[src/rtl/pipe_hazard_ctrl_if.sv]
// Hazard-control bundle between the pipeline stages and pipe_hazard_ctrl.
// master drives the hazard sources, slave returns the pipeline controls.
interface pipe_hazard_ctrl_if #(
    parameter int CNT_W = 16
);
    logic [2:0]       Rs_D;
    logic             RsV_D;
    logic [2:0]       Rt_D;
    logic             RtV_D;
    logic             Halt_D;
    logic             MemRead_E;
    logic [2:0]       WriteReg_E;
    logic             WriteRegEn_E;
    logic             BranchEF;
    logic             Jump_E;
    logic             DataMemStall;
    logic             InstMemStall;
    logic             PCWriteEn;
    logic             Redirect;
    logic             FD_WriteEn;
    logic             FD_Flush;
    logic             DE_WriteEn;
    logic             DE_Flush;
    logic             Halted;
    logic [CNT_W-1:0] StallCycles;
    logic [CNT_W-1:0] FlushCount;

    modport master (
        output Rs_D, RsV_D, Rt_D, RtV_D, Halt_D,
        output MemRead_E, WriteReg_E, WriteRegEn_E,
        output BranchEF, Jump_E, DataMemStall, InstMemStall,
        input  PCWriteEn, Redirect, FD_WriteEn, FD_Flush,
        input  DE_WriteEn, DE_Flush, Halted,
        input  StallCycles, FlushCount
    );

    modport slave (
        input  Rs_D, RsV_D, Rt_D, RtV_D, Halt_D,
        input  MemRead_E, WriteReg_E, WriteRegEn_E,
        input  BranchEF, Jump_E, DataMemStall, InstMemStall,
        output PCWriteEn, Redirect, FD_WriteEn, FD_Flush,
        output DE_WriteEn, DE_Flush, Halted,
        output StallCycles, FlushCount
    );
endinterface

[src/rtl/pipe_hazard_ctrl.sv]
// Stall/flush sequencer for PC, F/D and D/E with halt draining
// and saturating stall/redirect counters.
module pipe_hazard_ctrl #(
    parameter int DRAIN_CYCLES = 3,
    parameter int CNT_W        = 16
) (
    input  logic               clk,
    input  logic               rst,
    pipe_hazard_ctrl_if.slave  hz
);
    localparam int DW = (DRAIN_CYCLES < 2) ? 1 : $clog2(DRAIN_CYCLES + 1);

    typedef enum logic [1:0] {
        RUN, PEND, DRAIN, HALTED
    } state_t;

    state_t           state_q, state_d;
    logic [DW-1:0]    drain_q, drain_d;
    logic [CNT_W-1:0] stall_q, flush_q;
    logic             stall_inc, flush_inc;
    logic             redir, loaduse;
    logic             pc_we, fd_we, de_we, red, fdf, def, halted;

    function automatic logic [CNT_W-1:0] sat_inc(
        input logic [CNT_W-1:0] v,
        input logic             en
    );
        if (en && (v != {CNT_W{1'b1}}))
            return v + {{(CNT_W-1){1'b0}}, 1'b1};
        return v;
    endfunction

    always_comb begin
        redir   = hz.BranchEF | hz.Jump_E;
        loaduse = hz.MemRead_E & hz.WriteRegEn_E &
                  ((hz.RsV_D & (hz.Rs_D == hz.WriteReg_E)) |
                   (hz.RtV_D & (hz.Rt_D == hz.WriteReg_E)));
        pc_we     = 1'b1;
        fd_we     = 1'b1;
        de_we     = 1'b1;
        red       = 1'b0;
        fdf       = 1'b0;
        def       = 1'b0;
        halted    = 1'b0;
        state_d   = state_q;
        drain_d   = drain_q;
        stall_inc = 1'b0;
        flush_inc = 1'b0;

        unique case (state_q)
            RUN: begin
                if (hz.DataMemStall) begin
                    pc_we     = 1'b0;
                    fd_we     = 1'b0;
                    de_we     = 1'b0;
                    stall_inc = 1'b1;
                end else if (redir) begin
                    red       = 1'b1;
                    fdf       = 1'b1;
                    def       = 1'b1;
                    flush_inc = 1'b1;
                    if (hz.InstMemStall)
                        state_d = PEND;
                end else if (loaduse) begin
                    pc_we     = 1'b0;
                    fd_we     = 1'b0;
                    def       = 1'b1;
                    stall_inc = 1'b1;
                end else if (hz.InstMemStall) begin
                    pc_we     = 1'b0;
                    fdf       = 1'b1;
                    stall_inc = 1'b1;
                end else if (hz.Halt_D) begin
                    pc_we   = 1'b0;
                    fdf     = 1'b1;
                    drain_d = DW'(DRAIN_CYCLES);
                    state_d = DRAIN;
                end
            end
            PEND: begin
                // Wrong-path fetch still in flight: PC already holds the target.
                pc_we     = 1'b0;
                fdf       = 1'b1;
                stall_inc = 1'b1;
                if (hz.DataMemStall) begin
                    fd_we = 1'b0;
                    de_we = 1'b0;
                    if (!hz.InstMemStall)
                        state_d = RUN;
                end else if (redir) begin
                    pc_we     = 1'b1;
                    red       = 1'b1;
                    def       = 1'b1;
                    flush_inc = 1'b1;
                    state_d   = hz.InstMemStall ? PEND : RUN;
                end else if (!hz.InstMemStall) begin
                    state_d = RUN;
                end
            end
            DRAIN: begin
                pc_we = 1'b0;
                fdf   = 1'b1;
                if (hz.DataMemStall) begin
                    fd_we = 1'b0;
                    de_we = 1'b0;
                end else begin
                    drain_d = drain_q - DW'(1);
                    if (drain_q == DW'(1))
                        state_d = HALTED;
                end
            end
            HALTED: begin
                pc_we  = 1'b0;
                fd_we  = 1'b0;
                de_we  = 1'b0;
                fdf    = 1'b1;
                def    = 1'b1;
                halted = 1'b1;
            end
            default: state_d = RUN;
        endcase

        if (rst) begin
            pc_we     = 1'b0;
            fd_we     = 1'b0;
            de_we     = 1'b0;
            red       = 1'b0;
            fdf       = 1'b1;
            def       = 1'b1;
            halted    = 1'b0;
            state_d   = RUN;
            drain_d   = '0;
            stall_inc = 1'b0;
            flush_inc = 1'b0;
        end
    end

    always_ff @(posedge clk) begin
        if (rst) begin
            state_q <= RUN;
            drain_q <= '0;
            stall_q <= '0;
            flush_q <= '0;
        end else begin
            state_q <= state_d;
            drain_q <= drain_d;
            stall_q <= sat_inc(stall_q, stall_inc);
            flush_q <= sat_inc(flush_q, flush_inc);
        end
    end

    assign hz.PCWriteEn   = pc_we;
    assign hz.Redirect    = red;
    assign hz.FD_WriteEn  = fd_we;
    assign hz.FD_Flush    = fdf;
    assign hz.DE_WriteEn  = de_we;
    assign hz.DE_Flush    = def;
    assign hz.Halted      = halted;
    assign hz.StallCycles = stall_q;
    assign hz.FlushCount  = flush_q;
endmodule

[src/flat_wrapper.sv]
// flat-port wrapper written by rule: the top's interface ports become plain ports
module pipe_hazard_ctrl_flat 
#(
    parameter int DRAIN_CYCLES = 3,
    parameter int CNT_W        = 16
)
  (clk, rst, hz_Rs_D, hz_RsV_D, hz_Rt_D, hz_RtV_D, hz_Halt_D, hz_MemRead_E, hz_WriteReg_E, hz_WriteRegEn_E, hz_BranchEF, hz_Jump_E, hz_DataMemStall, hz_InstMemStall, hz_PCWriteEn, hz_Redirect, hz_FD_WriteEn, hz_FD_Flush, hz_DE_WriteEn, hz_DE_Flush, hz_Halted, hz_StallCycles, hz_FlushCount);
  pipe_hazard_ctrl_if #(.CNT_W(CNT_W)) hz_i ();
  input  logic clk;
  input  logic rst;
  input wire logic [$bits(hz_i.Rs_D)-1:0] hz_Rs_D;
  input wire logic [$bits(hz_i.RsV_D)-1:0] hz_RsV_D;
  input wire logic [$bits(hz_i.Rt_D)-1:0] hz_Rt_D;
  input wire logic [$bits(hz_i.RtV_D)-1:0] hz_RtV_D;
  input wire logic [$bits(hz_i.Halt_D)-1:0] hz_Halt_D;
  input wire logic [$bits(hz_i.MemRead_E)-1:0] hz_MemRead_E;
  input wire logic [$bits(hz_i.WriteReg_E)-1:0] hz_WriteReg_E;
  input wire logic [$bits(hz_i.WriteRegEn_E)-1:0] hz_WriteRegEn_E;
  input wire logic [$bits(hz_i.BranchEF)-1:0] hz_BranchEF;
  input wire logic [$bits(hz_i.Jump_E)-1:0] hz_Jump_E;
  input wire logic [$bits(hz_i.DataMemStall)-1:0] hz_DataMemStall;
  input wire logic [$bits(hz_i.InstMemStall)-1:0] hz_InstMemStall;
  output wire logic [$bits(hz_i.PCWriteEn)-1:0] hz_PCWriteEn;
  output wire logic [$bits(hz_i.Redirect)-1:0] hz_Redirect;
  output wire logic [$bits(hz_i.FD_WriteEn)-1:0] hz_FD_WriteEn;
  output wire logic [$bits(hz_i.FD_Flush)-1:0] hz_FD_Flush;
  output wire logic [$bits(hz_i.DE_WriteEn)-1:0] hz_DE_WriteEn;
  output wire logic [$bits(hz_i.DE_Flush)-1:0] hz_DE_Flush;
  output wire logic [$bits(hz_i.Halted)-1:0] hz_Halted;
  output wire logic [$bits(hz_i.StallCycles)-1:0] hz_StallCycles;
  output wire logic [$bits(hz_i.FlushCount)-1:0] hz_FlushCount;
  assign hz_i.Rs_D = hz_Rs_D;
  assign hz_i.RsV_D = hz_RsV_D;
  assign hz_i.Rt_D = hz_Rt_D;
  assign hz_i.RtV_D = hz_RtV_D;
  assign hz_i.Halt_D = hz_Halt_D;
  assign hz_i.MemRead_E = hz_MemRead_E;
  assign hz_i.WriteReg_E = hz_WriteReg_E;
  assign hz_i.WriteRegEn_E = hz_WriteRegEn_E;
  assign hz_i.BranchEF = hz_BranchEF;
  assign hz_i.Jump_E = hz_Jump_E;
  assign hz_i.DataMemStall = hz_DataMemStall;
  assign hz_i.InstMemStall = hz_InstMemStall;
  assign hz_PCWriteEn = hz_i.PCWriteEn;
  assign hz_Redirect = hz_i.Redirect;
  assign hz_FD_WriteEn = hz_i.FD_WriteEn;
  assign hz_FD_Flush = hz_i.FD_Flush;
  assign hz_DE_WriteEn = hz_i.DE_WriteEn;
  assign hz_DE_Flush = hz_i.DE_Flush;
  assign hz_Halted = hz_i.Halted;
  assign hz_StallCycles = hz_i.StallCycles;
  assign hz_FlushCount = hz_i.FlushCount;
  pipe_hazard_ctrl #(.DRAIN_CYCLES(DRAIN_CYCLES), .CNT_W(CNT_W)) u_core (.clk(clk), .rst(rst), .hz(hz_i));
endmodule
[config.mk]
export PLATFORM = sky130hd
export DESIGN_NAME = pipe_hazard_ctrl_flat
export DESIGN_NICKNAME = d
export VERILOG_FILES = /design/src/rtl/pipe_hazard_ctrl_if.sv /design/src/rtl/pipe_hazard_ctrl.sv /design/src/flat_wrapper.sv
export SDC_FILE = /design/constraint.sdc
export NUM_CORES = 1
export LEC_CHECK = 0
export BUFFER_PORTS_ARGS = -buffer_cell sky130_fd_sc_hd__buf_2
export CORE_ASPECT_RATIO = 1.4
export CORE_MARGIN = 4
export CORE_UTILIZATION = 40
export CTS_CLUSTER_DIAMETER = 80
export DETAILED_ROUTE_END_ITERATION = 10
export PLACE_DENSITY_LB_ADDON = 0.25
export SLEW_MARGIN = 20
export SYNTH_ARGS = -nofsm -noshare
export SYNTH_HDL_FRONTEND = slang
export SYNTH_SLANG_ARGS = --single-unit
[constraint.sdc]
create_clock -name clk -period 2.9 [get_ports clk]
set_input_delay 0.58 -clock clk [delete_from_list [all_inputs] [get_ports clk]]
set_output_delay 0.58 -clock clk [all_outputs]
set_load 0.02 [all_outputs]
==> parameters.txt <==
Parameter                              Value

Status
  Result of the run    finished, final reports clean

Clock tree
  Clock-pin slew reported for the worst setup and hold paths after clock tree synthesis    0.07 ns
  Resized cells post-CTS    0
  H-Tree Depth    2
  Post-CTS repair timing setup buffer count    0
  Clock tree from TritonCTS    yes
  Later-pin clock latency in the skew report    0.29 ns
  Post-cts hold buffer count    0
  Total number of clock tree sinks    36
  Cts bufs inserted    5
  Maximum buffer depth of the clock tree    2
  Master cell of the clock root buffer    sky130_fd_sc_hd__clkbuf_8

STA
  Minimum period implied by the final worst setup slack    2.62 ns
  Max-slew violations    0
  Number of setup violations in the final report    0
  Fin. Hold Viols    0
  Maximum clock rate    0.382 GHz
  Worst clock skew    0.00511 ns
  Setup WS post-layout    0.279 ns
  Transition time at the pin with the least slew margin    0.539 ns
  RSZ-0062 raised after global routing    no
  Fin Setup TNS    0 ns
  Slew margin rel.    0.640
  Ratio of final minimum period to clock period    0.904

Setup path
  Worst-path cell chain    buf_2, xnor2_1, nand4_1, a21oi_1, o21bai_1, a21oi_1, or3b_2, buf_2
  Arrival time at the worst endpoint    2.04 ns
  Slowest cell on the critical path    sky130_fd_sc_hd__or3b_2
  Type of the worst setup path    in -> out
  Critical Path RT    2.32 ns
  Critical-path maximum fanout    3
  Worst stage delay on the critical path    0.44 ns
  Startpoint kind of the worst setup timing path    input port
  Capturing element type of the critical path    output pin

Synth
  Asr flop ratio synth    0
  Mapped Nets    289
  Number of unique standard cell types used by synthesis    53
  Syn Area/Cell    8.16 µm²
  Count of yosys warnings during synthesis    0
  Total of flip-flops plus latches after synthesis    36
  Sequential-to-total area share from yosys stat    0.338
  EDFF count, synth    0
  Syn Std Cell Area    2130 µm²
  Most used flip-flop cell after synthesis    sky130_fd_sc_hd__dfxtp_1
  Gate count after technology mapping    261

Route
  WL per Instance    12.8 µm
  Vias per cell    5.43
  Total Routed Length    4950 µm
  Antenna-violating nets left    0
  DRC viols    0
  Via total after detailed routing    2095
  Number of iterations in the first detailed-routing pass    4
  DRC violation total after the first TritonRoute iteration    60

Floorplan
  Initial Util    0.413
  Cell row count    31
  Die Span X    69.7 µm
  Ports placed on the boundary    59
  Die area    6580 µm²
  Vert. Die Dim    94.4 µm
  Area of the placeable core    5160 µm²

Pwr
  Worst vdd rail ir drop    456 µV
  Leakage component of the power    0.994 nW
  Power density relative to cell area    564 nW/µm²
  Final total power    1.44 mW

Flow run
  Number of maximum-capacitance constraint violations    0

Layout
  Fraction of layout instances using a drive strength above 1    0.250
  Diode count    0
  Syn-to-layout area delta    19.7%
  Most common cell after layout, fill and taps aside    sky130_fd_sc_hd__buf_2
  Commonest cells after routing, fill and taps aside    sky130_fd_sc_hd__buf_2, sky130_fd_sc_hd__dfxtp_1, sky130_fd_sc_hd__nor2_1
  Number of nets in the layout    348

Placed design
  DP HPWL    3750 µm
  Global placement routability congestion    0.724
  Count of input and output buffers    58
  Worst Setup Slack post-DPL    0.266 ns

Hold path
  Worst min path class    reg -> reg

Global routing
  Grt total ovfl    0
  Via count of the first global-routing pass    1921
  First-pass GRT wire length    8380 µm
  Largest net degree at the start of global routing    24
  Initial antenna violation count    0
  GRT Overall Usage    0.156
-- routing by layer --
layer	vias to the layer above	GRT usage	routed length, µm
li1	1070	-	-
met1	989	0.175	2130
met2	30	0.285	2570
met3	6	0.0394	178
met4	0	0.0575	74
met5	-	0	0
-- sequential cells by signal, summed over array words and instances (netlist names) --
name	flops
u_core.hz.StallCycles	16
u_core.state_q	2
u_core.drain_q	2
u_core.hz.FlushCount	16
-- layout make-up --
class                      count  area [µm²]
fill                         535        2610
multi-input combinational    203        1310
sequential                    36         721
timing repair buffer          62         320
tap                           66        82.6
clock buffer                   6        72.6
inverter                      12        45.0
clock inverter                 1        5.00
-- worst max-delay path: cells and delay by family --
family                 cells  cell delay (ns)
AND/OR/NAND/NOR            2             0.55
AO/OA/AOI/OAI              3             0.43
buffers and inverters      2             0.29
XOR/XNOR                   1             0.19
-- final timing paths --
check                                   startpoint                               endpoint  slack [ns]  cells after the start
min reg2reg         u_core.drain_q[0]$_SDFFE_PP0P_         u_core.drain_q[0]$_SDFFE_PP0P_        0.49                      1
max                               hz_WriteReg_E[2]                            hz_FD_Flush        0.28                      8
min                 u_core.drain_q[0]$_SDFFE_PP0P_         u_core.drain_q[0]$_SDFFE_PP0P_        0.49                      1
max reg2reg  u_core.hz.StallCycles[0]$_SDFFE_PP0P_  u_core.hz.StallCycles[1]$_SDFFE_PP0P_        0.63                      8
-- report_power, final --
group | leakage (nW) | total [mW] | switching, mW | internal, mW
clock | 0.0410 | 0.335 | 0.171 | 0.163
sequential | 0.291 | 0.553 | 0.0276 | 0.525
combinational | 0.662 | 0.552 | 0.342 | 0.210
-- synth_stat cells (all sizes together) (2+ instances only) --
cell type	number	area (µm²)
nand4	13	87.6
and3	4	25.0
or4	4	33.8
clkbuf	8	41.3
a311oi	2	23.8
buf	2	18.8
o22ai	2	12.5
and4	3	26.3
a21oi	22	114
inv	12	45.0
nor3	9	56.3
dfxtp	36	721
ha	8	100
xnor2	14	123
o2111ai	2	17.5
and2	3	18.8
nand2	17	63.8
o21ai	21	105
a211oi	3	22.5
mux2i	3	30.0
or2	2	15.0
nor2	27	101
nand2b	2	12.5
nand3	6	30.0
xor2	2	17.5
or3	15	95.1
a41oi	2	25.0
o31ai	5	51.3
-- kinds of logic (layout without fill, tap and decap cells) --
kind of cell,count (synthesis),count (layout),share of synthesized area
buf+inv,22,81,0.0493
simple gates,108,108,0.277
mux,3,3,0.0141
flops,36,36,0.338
compound gates,68,68,0.209
xor+xnor,16,16,0.0658
fa+ha+maj,8,8,0.0470
-- stage by stage --
stage | hold WS, ns | std cells | utilization | area [µm²]
finish | 0.490 | 386 | 0.495 | 2550
global route | 0.511 | 386 | 0.495 | 2550
CTS | 0.494 | 386 | 0.495 | 2550
detailed placement | 0.483 | 379 | 0.480 | 2470
global placement | 0.474 | 379 | 0.480 | 2470
floorplan | 0.454 | 261 | - | 2130
Note: power is estimated with default switching activity, not from simulation.
